`src/rtl/rps_pkg.sv`:
```
// Shared types and constants for the rock-paper-scissors input path.
package rps_pkg;

   // Encoded move handed to the winner-decision logic.
   typedef enum logic [1:0] {
      MV_INVALID  = 2'd0,
      MV_SCISSORS = 2'd1,
      MV_ROCK     = 2'd2,
      MV_PAPER    = 2'd3
   } move_e;

   // Per-player legality classification; 2'b11 is never produced.
   typedef enum logic [1:0] {
      ERR_OK    = 2'b00,
      ERR_NONE  = 2'b01,
      ERR_MULTI = 2'b10
   } err_e;

   // Bit positions inside the one-hot move vector.
   localparam int SCISSORS_BIT = 0;
   localparam int ROCK_BIT     = 1;
   localparam int PAPER_BIT    = 2;

   // Number of options selected in a 3-bit move vector.
   function automatic logic [1:0] popcount3(input logic [2:0] vec);
      return {1'b0, vec[0]} + {1'b0, vec[1]} + {1'b0, vec[2]};
   endfunction

endpackage : rps_pkg

```
`src/rtl/valid_io_onehot3_check.sv`:
```
// Combinational legality check and move encoder for one player.
module onehot3_check
   import rps_pkg::*;
(
   input  logic [2:0] vec,
   output logic       ok,
   output err_e       err,
   output move_e      move
);

   logic [1:0] pop;

   assign pop = popcount3(vec);

   // Classify the vector by how many options are set, then encode the single choice.
   always_comb begin
      // NOTE: every output gets a default first so no path through the block infers a latch.
      ok   = 1'b0;
      err  = ERR_MULTI;
      move = MV_INVALID;
      case (pop)
         2'd0: err = ERR_NONE;
         2'd1: begin
            ok  = 1'b1;
            err = ERR_OK;
            if (vec[SCISSORS_BIT]) begin
               move = MV_SCISSORS;
            end else if (vec[ROCK_BIT]) begin
               move = MV_ROCK;
            end else begin
               move = MV_PAPER;
            end
         end
         default: err = ERR_MULTI;
      endcase
   end

endmodule : onehot3_check

```
`src/rtl/valid_io.sv`:
```
// Input-legality checker: combinational valid plus a registered side-channel
// with per-player error codes, encoded moves and saturating round counters.
module valid_io
   import rps_pkg::*;
#(
   parameter int CNT_W = 8
) (
   input  logic             clk,
   input  logic             rst,
   input  logic [2:0]       inA,
   input  logic [2:0]       inB,
   input  logic             in_vld,
   output logic             valid,
   output logic             out_vld,
   output logic [1:0]       a_err,
   output logic [1:0]       b_err,
   output logic [1:0]       moveA,
   output logic [1:0]       moveB,
   output logic             round_valid,
   output logic [CNT_W-1:0] invalid_cnt,
   output logic [CNT_W-1:0] round_cnt
);

   localparam logic [CNT_W-1:0] CNT_MAX = '1;
   localparam logic [CNT_W-1:0] CNT_ONE = CNT_W'(1);

   logic  ok_a, ok_b;
   err_e  err_a, err_b;
   move_e mv_a, mv_b;

   logic             out_vld_d,     out_vld_q;
   err_e             a_err_d,       a_err_q;
   err_e             b_err_d,       b_err_q;
   move_e            move_a_d,      move_a_q;
   move_e            move_b_d,      move_b_q;
   logic             round_valid_d, round_valid_q;
   logic [CNT_W-1:0] invalid_cnt_d, invalid_cnt_q;
   logic [CNT_W-1:0] round_cnt_d,   round_cnt_q;

   onehot3_check u_check_a (
      .vec  (inA),
      .ok   (ok_a),
      .err  (err_a),
      .move (mv_a)
   );

   onehot3_check u_check_b (
      .vec  (inB),
      .ok   (ok_b),
      .err  (err_b),
      .move (mv_b)
   );

   // Round legality is pure logic so it never waits on a clock or reset.
   assign valid = ok_a & ok_b;

   // Next-state: capture a sampled round and bump the counters, otherwise hold.
   always_comb begin
      out_vld_d     = 1'b0;
      a_err_d       = a_err_q;
      b_err_d       = b_err_q;
      move_a_d      = move_a_q;
      move_b_d      = move_b_q;
      round_valid_d = round_valid_q;
      invalid_cnt_d = invalid_cnt_q;
      round_cnt_d   = round_cnt_q;
      if (in_vld) begin
         out_vld_d     = 1'b1;
         a_err_d       = err_a;
         b_err_d       = err_b;
         move_a_d      = mv_a;
         move_b_d      = mv_b;
         round_valid_d = valid;
         if (round_cnt_q != CNT_MAX) begin
            round_cnt_d = round_cnt_q + CNT_ONE;
         end
         if (!valid && (invalid_cnt_q != CNT_MAX)) begin
            invalid_cnt_d = invalid_cnt_q + CNT_ONE;
         end
      end
   end

   // State registers with asynchronous active-high clear.
   always_ff @(posedge clk or posedge rst) begin
      // NOTE: all state here is a handful of control flops, so every one is cleared by reset.
      if (rst) begin
         out_vld_q     <= 1'b0;
         a_err_q       <= ERR_NONE;
         b_err_q       <= ERR_NONE;
         move_a_q      <= MV_INVALID;
         move_b_q      <= MV_INVALID;
         round_valid_q <= 1'b0;
         invalid_cnt_q <= '0;
         round_cnt_q   <= '0;
      end else begin
         // NOTE: non-blocking updates so every flop samples pre-edge values.
         out_vld_q     <= out_vld_d;
         a_err_q       <= a_err_d;
         b_err_q       <= b_err_d;
         move_a_q      <= move_a_d;
         move_b_q      <= move_b_d;
         round_valid_q <= round_valid_d;
         invalid_cnt_q <= invalid_cnt_d;
         round_cnt_q   <= round_cnt_d;
      end
   end

   assign out_vld     = out_vld_q;
   assign a_err       = a_err_q;
   assign b_err       = b_err_q;
   assign moveA       = move_a_q;
   assign moveB       = move_b_q;
   assign round_valid = round_valid_q;
   assign invalid_cnt = invalid_cnt_q;
   assign round_cnt   = round_cnt_q;

endmodule : valid_io

```
`config.mk`:
```
export PLATFORM = sky130hd
export DESIGN_NAME = valid_io
export DESIGN_NICKNAME = d
export VERILOG_FILES = /design/src/rtl/rps_pkg.sv /design/src/rtl/valid_io_onehot3_check.sv /design/src/rtl/valid_io.sv
export SDC_FILE = /design/constraint.sdc
export NUM_CORES = 1
export LEC_CHECK = 0
export ABC_AREA = 1
export CORE_UTILIZATION = 45
export DETAILED_ROUTE_END_ITERATION = 7
export GPL_ROUTABILITY_DRIVEN = 0
export HOLD_SLACK_MARGIN = 0.08
export PLACE_DENSITY = 0.83
export SETUP_SLACK_MARGIN = 0.5
export SYNTH_ARGS = -nofsm -noshare
export SYNTH_HDL_FRONTEND = slang
export SYNTH_HIERARCHICAL = 1
export SYNTH_SLANG_ARGS = --single-unit
```
`constraint.sdc`:
```
create_clock -name clk -period 3.8 [get_ports clk]
set_input_delay 0.76 -clock clk [delete_from_list [all_inputs] [get_ports clk]]
set_output_delay 0.76 -clock clk [all_outputs]
set_load 0.03 [all_outputs]
```
* Yosys cells after proc, flatten, opt, wreduce, memory -nomap -nowiden
Index checks and enable logic that the tools add are counted.
Storage, ports and cells: flip-flop bits (word level) 26, input bits 9, logic and storage cells 36
Operators by class: $add $sub $neg 6, equality and inequality tests 4, mux-type cells 11, bitwise gates (word level) 1, reduce and logical (&&, ||, !) cells 6
Operator list (number):
- $add A8 B1 Y8 const B | 2
- $ne A8 B8 Y1 const B | 2
- $mux W2 | 4
- $pmux W2 S2 | 2
- $mux W1 | 5
- $add A1 B1 Y2 | 2
- $add A2 B1 Y2 | 2
- $eq A2 B1 Y1 const B | 2
- $logic_not A2 Y1 | 2
- $reduce_and A2 Y1 | 2
- $and A1 B1 Y1 | 1
- $logic_and A1 B1 Y1 | 1
- $logic_not A1 Y1 | 1

* Depth between registers and ports, before layout
word-level depth 8, gate-level depth with buffers 12, depth with buffers taken out 12

* Cells and area by module
The synthesis kept the hierarchy.
By module, submodules not included:
- valid_io | times used 1, cells an instance 174, area each 1291.2 um^2, seq. area each 653.1 um^2
- onehot3_check | times used 2, cells an instance 13, area each 67.6 um^2, seq. area each 0.0 um^2

* Worst setup path after synthesis
Ideal clock, no wire load.
path kind input to output, from input inA[0], to output valid, arrival 1.731 ns, slack 1.309 ns, stages 7, path buffers 0, cell sequence inv_1 fa_1 inv_1 nand2_2 inv_1 nand2_1 inv_1
On the way: word-level cells in the longest chain between the ends 5
Ends and longest elaborated chain:
- start, declared | line valid_io.sv:10 | input logic [2:0] inA,
- $add A1 B1 Y2 | line rps_pkg.sv:26 | return {1'b0, vec[0]} + {1'b0, vec[1]} + {1'b0, vec[2]};
- $add A2 B1 Y2 | line rps_pkg.sv:26
- $eq A2 B1 Y1 | line valid_io_onehot3_check.sv:21 | case (pop)
- $mux W1 | line valid_io_onehot3_check.sv:21
- net ok_a | line valid_io.sv:27 | logic ok_a, ok_b;
- $and A1 B1 Y1 | line valid_io.sv:55 | assign valid = ok_a & ok_b;
- end, declared | line valid_io.sv:13 | output logic valid,
The timed path passes the listed nets, and every way through them passes these cells.

* Final worst setup path
Same ends and word-level chain as after synthesis.

==> impl_metrics.csv <==
group,metric,value,unit
critical_path,crit_required,3.04,ns
logic_synthesis,synth-seq-area-share,0.458,
detailed_routing,routed-wl-met3,94,µm
detailed_routing,ant_nets,0,
logic_synthesis,synth_area_leader_cell,"dfrtp_1",
detailed_routing,first_iter_violations,48,
timing,setup-tns-final,0,ns
pwr,leakage,0.972,nW
pwr,ir_worst_vdd,0.335,mV
detailed_routing,num_vias,1240,
clock_network,clkTransAtPathRegs,0.13,ns
critical_path,r2r_start,"round_cnt[0]",
logic_synthesis,avgSynthCellArea,7.13,µm²
logic_synthesis,synth_cell_types,17,
logic_synthesis,yosys.area_share.simple,0.367,
logic_synthesis,synth_fa_ha_area_frac,0.0456,
global_route,grt_pass1_vias,1068,
timing,clock_skew,0.00103,ns
clock_network,cts_buffer_depth,2,
timing,worst_pin_slew,0.936,ns
clock_network,cts.sink_count,26,
logic_synthesis,synth_compound_area_frac,0.0105,
logic_synthesis,syn-num-nets,213,
hold_path,whs_path_depth,2,
critical_path,crit_path_end_kind,"primary output",
place,dpl.cell_count,278,
timing,setup_viol,0,
timing,slew_headroom,0.375,
detailed_routing,post-route-drc-count,0,
critical_path,start_kind,"primary input",
floorplan,die_height,58.3,µm
timing,fin_hold_ws,0.481,ns
detailed_routing,met1_length,1330,µm
clock_network,cts-root-buf,"clkbuf_4",
place,placed_area,1830,µm²
place,dpl.hpwl,2020,µm
timing,period_needed,3.13,ns
detailed_routing,vias_per_cell,4.40,
timing,setup_ws,0.671,ns
clock_network,cts_buffers,3,
floorplan,die_area,3400,µm²
global_route,grt_pass1_wl,4460,µm
logic_synthesis,syn_inst,200,
logic_synthesis,synthMuxAreaShare,0,
clock_network,htreeDepth,1,
clock_network,clkLatencyLatePin,0.31,ns
logic_synthesis,synth_xor_area_frac,0.0368,
floorplan,die_w,58.3,µm
global_route,grt-ovfl-total,0,
floorplan,fp-row-count,20,
global_route,grt_max_degree,27,
run_status,status,"finished clean",
timing,slew_viol_final,0,
detailed_routing,totalWireLength,2670,µm
clock_network,cts_tree,"yes",
floorplan,ios,36,
global_route,grtUsageTotal,0.170,
job,maxCapViolCount,0,
critical_path,reg2reg_slack,2.29,ns
timing,timing.final.crit_share,0.823,
logic_synthesis,synth.cell_area,1430,µm²
detailed_routing,wl_per_cell,9.48,µm
critical_path,path_max_fanout,3,
floorplan,core_region_area,3030,µm²
global_route,antenna_found_initial,0,
hold_path,min_to,"b_err[0]",
detailed_routing,firstDrtPassIters,4,
final_layout,num-fill-cells,270,
logic_synthesis,synth_area_leaders,"dfrtp_1 42%, nand2_1 26%, inv_1 7.1%",
critical_path,rr_endpoint,"round_cnt[3]",
final_layout,final_area,1860,µm²
final_layout,multi_input_comb_area,656,µm²
floorplan,start_util,0.471,
hold_path,min_path_type,"flip-flop to flip-flop",
final_layout,diodes,0,
logic_synthesis,yosys_warnings,6,
logic_synthesis,synth_top_cell_area_share,0.421,
detailed_routing,highest_layer,"met3",
pwr,power_density,507,nW/µm²
final_layout,final_core_util,0.614,
final_layout,nets,252,
detailed_routing,wl_met2,1250,µm
final_layout,area_growth,30.3,%
clock_network,post_cts_buffers,0,
critical_path,arrival,2.37,ns
critical_path,reg2regPathDepth,8,
pwr,power,0.943,mW
place,io_buffers,35,
final_layout,final-instance-count-excl-fill,282,
critical_path,critical_path_class,"primary input to primary output",
logic_synthesis,synth-seq-cells,26,
timing,hold_violations,0,
timing,rsz0062_at_grt,"false",
hold_path,min_from,"b_err[0]",
final_layout,seq_area,653,µm²
place,dp_slack,0.177,ns
final_layout,drive_gt1_frac,0.0714,
timing,fmax,320,MHz
logic_synthesis,synth_top_family_by_area,"simple AND/OR/NAND/NOR gates",
critical path, cell delays in order:
cell	delay (ns)
clkdlybuf4s50_1	0.50
inv_1	0.07
fa_1	0.49
inv_1	0.08
nand2_2	0.06
inv_1	0.05
nand2_1	0.04
inv_1	0.10
buf_2	0.21
layout by cell type, fill, tap and decap left out, types with 4 or more instances in the layout:
master	Yosys	final
nand2_1	99	99
inv_1	27	27
nand3_1	6	6
dfrtp_1	24	24
xor2_1	4	4
nor2_1	18	18
clkdlybuf4s50_1	0	34
worst max-delay path by stage:
stage / slack, ns / endpoint / startpoint
global route: 0.54 / valid / inB[0]
detailed placement: 0.18 / valid / inA[0]
finish: 0.67 / valid / inA[0]
floorplan: 1.31 / valid / inA[0]
global placement: 0.23 / valid / inB[0]
CTS: 0.55 / valid / inA[0]
per-layer routing:
layer | track usage | vias to the layer above
met5 | 0 | -
met4 | 0.0510 | 0
met3 | 0.0198 | 0
met2 | 0.286 | 24
met1 | 0.233 | 555
li1 | - | 661
flip-flops by register name, summed over array words and instances, names as in the netlist:
register	cells
moveB	2
round_cnt	8
invalid_cnt	8
b_err	2
out_vld	1
moveA	2
a_err	2
round_valid	1
Yosys cell counts:
| cell type | n |
|---|---|
| o21ai_0 | 3 |
| nand2_2 | 3 |
| nand2_1 | 99 |
| inv_1 | 27 |
| nor2_4 | 1 |
| fa_1 | 2 |
| nor2_2 | 2 |
| inv_2 | 3 |
| buf_2 | 1 |
| nand2_4 | 1 |
| xor2_1 | 4 |
| nand3_1 | 6 |
| ha_1 | 2 |
| nor2_1 | 18 |
| dfstp_2 | 2 |
| xnor2_1 | 2 |
| dfrtp_1 | 24 |
report_power, final:
group | switching (mW) | leakage, nW | internal (mW)
Clock | 0.0771 | 0.0210 | 0.0585
Combinational | 0.232 | 0.623 | 0.167
Sequential | 0.0726 | 0.328 | 0.335
cells by family after synthesis:
logic type                 after synthesis
DFF                                     26
adders and majority gates                4
AOI/OAI and AO/OA                        3
buffers and inverters                   31
xor gates and xnor gates                 6
and+or+nand+nor                        130
cell type report:
cell class                      instances  share of cell area
Clock buffer                            4              0.0195
Inverter                               30              0.0606
Multi-Input combinational cell        143               0.353
Sequential cell                        26               0.352
Tap cell                               44              0.0296
Timing Repair Buffer                   35               0.186
timing repair:
action,in CTS,in global routing
gates resized for setup,3,2
setup endpoints to repair,1,1
pin swaps,0,0
endpoints found under the hold margin,0,0
hold buffers,0,0
(Power assumes the default switching activity.)
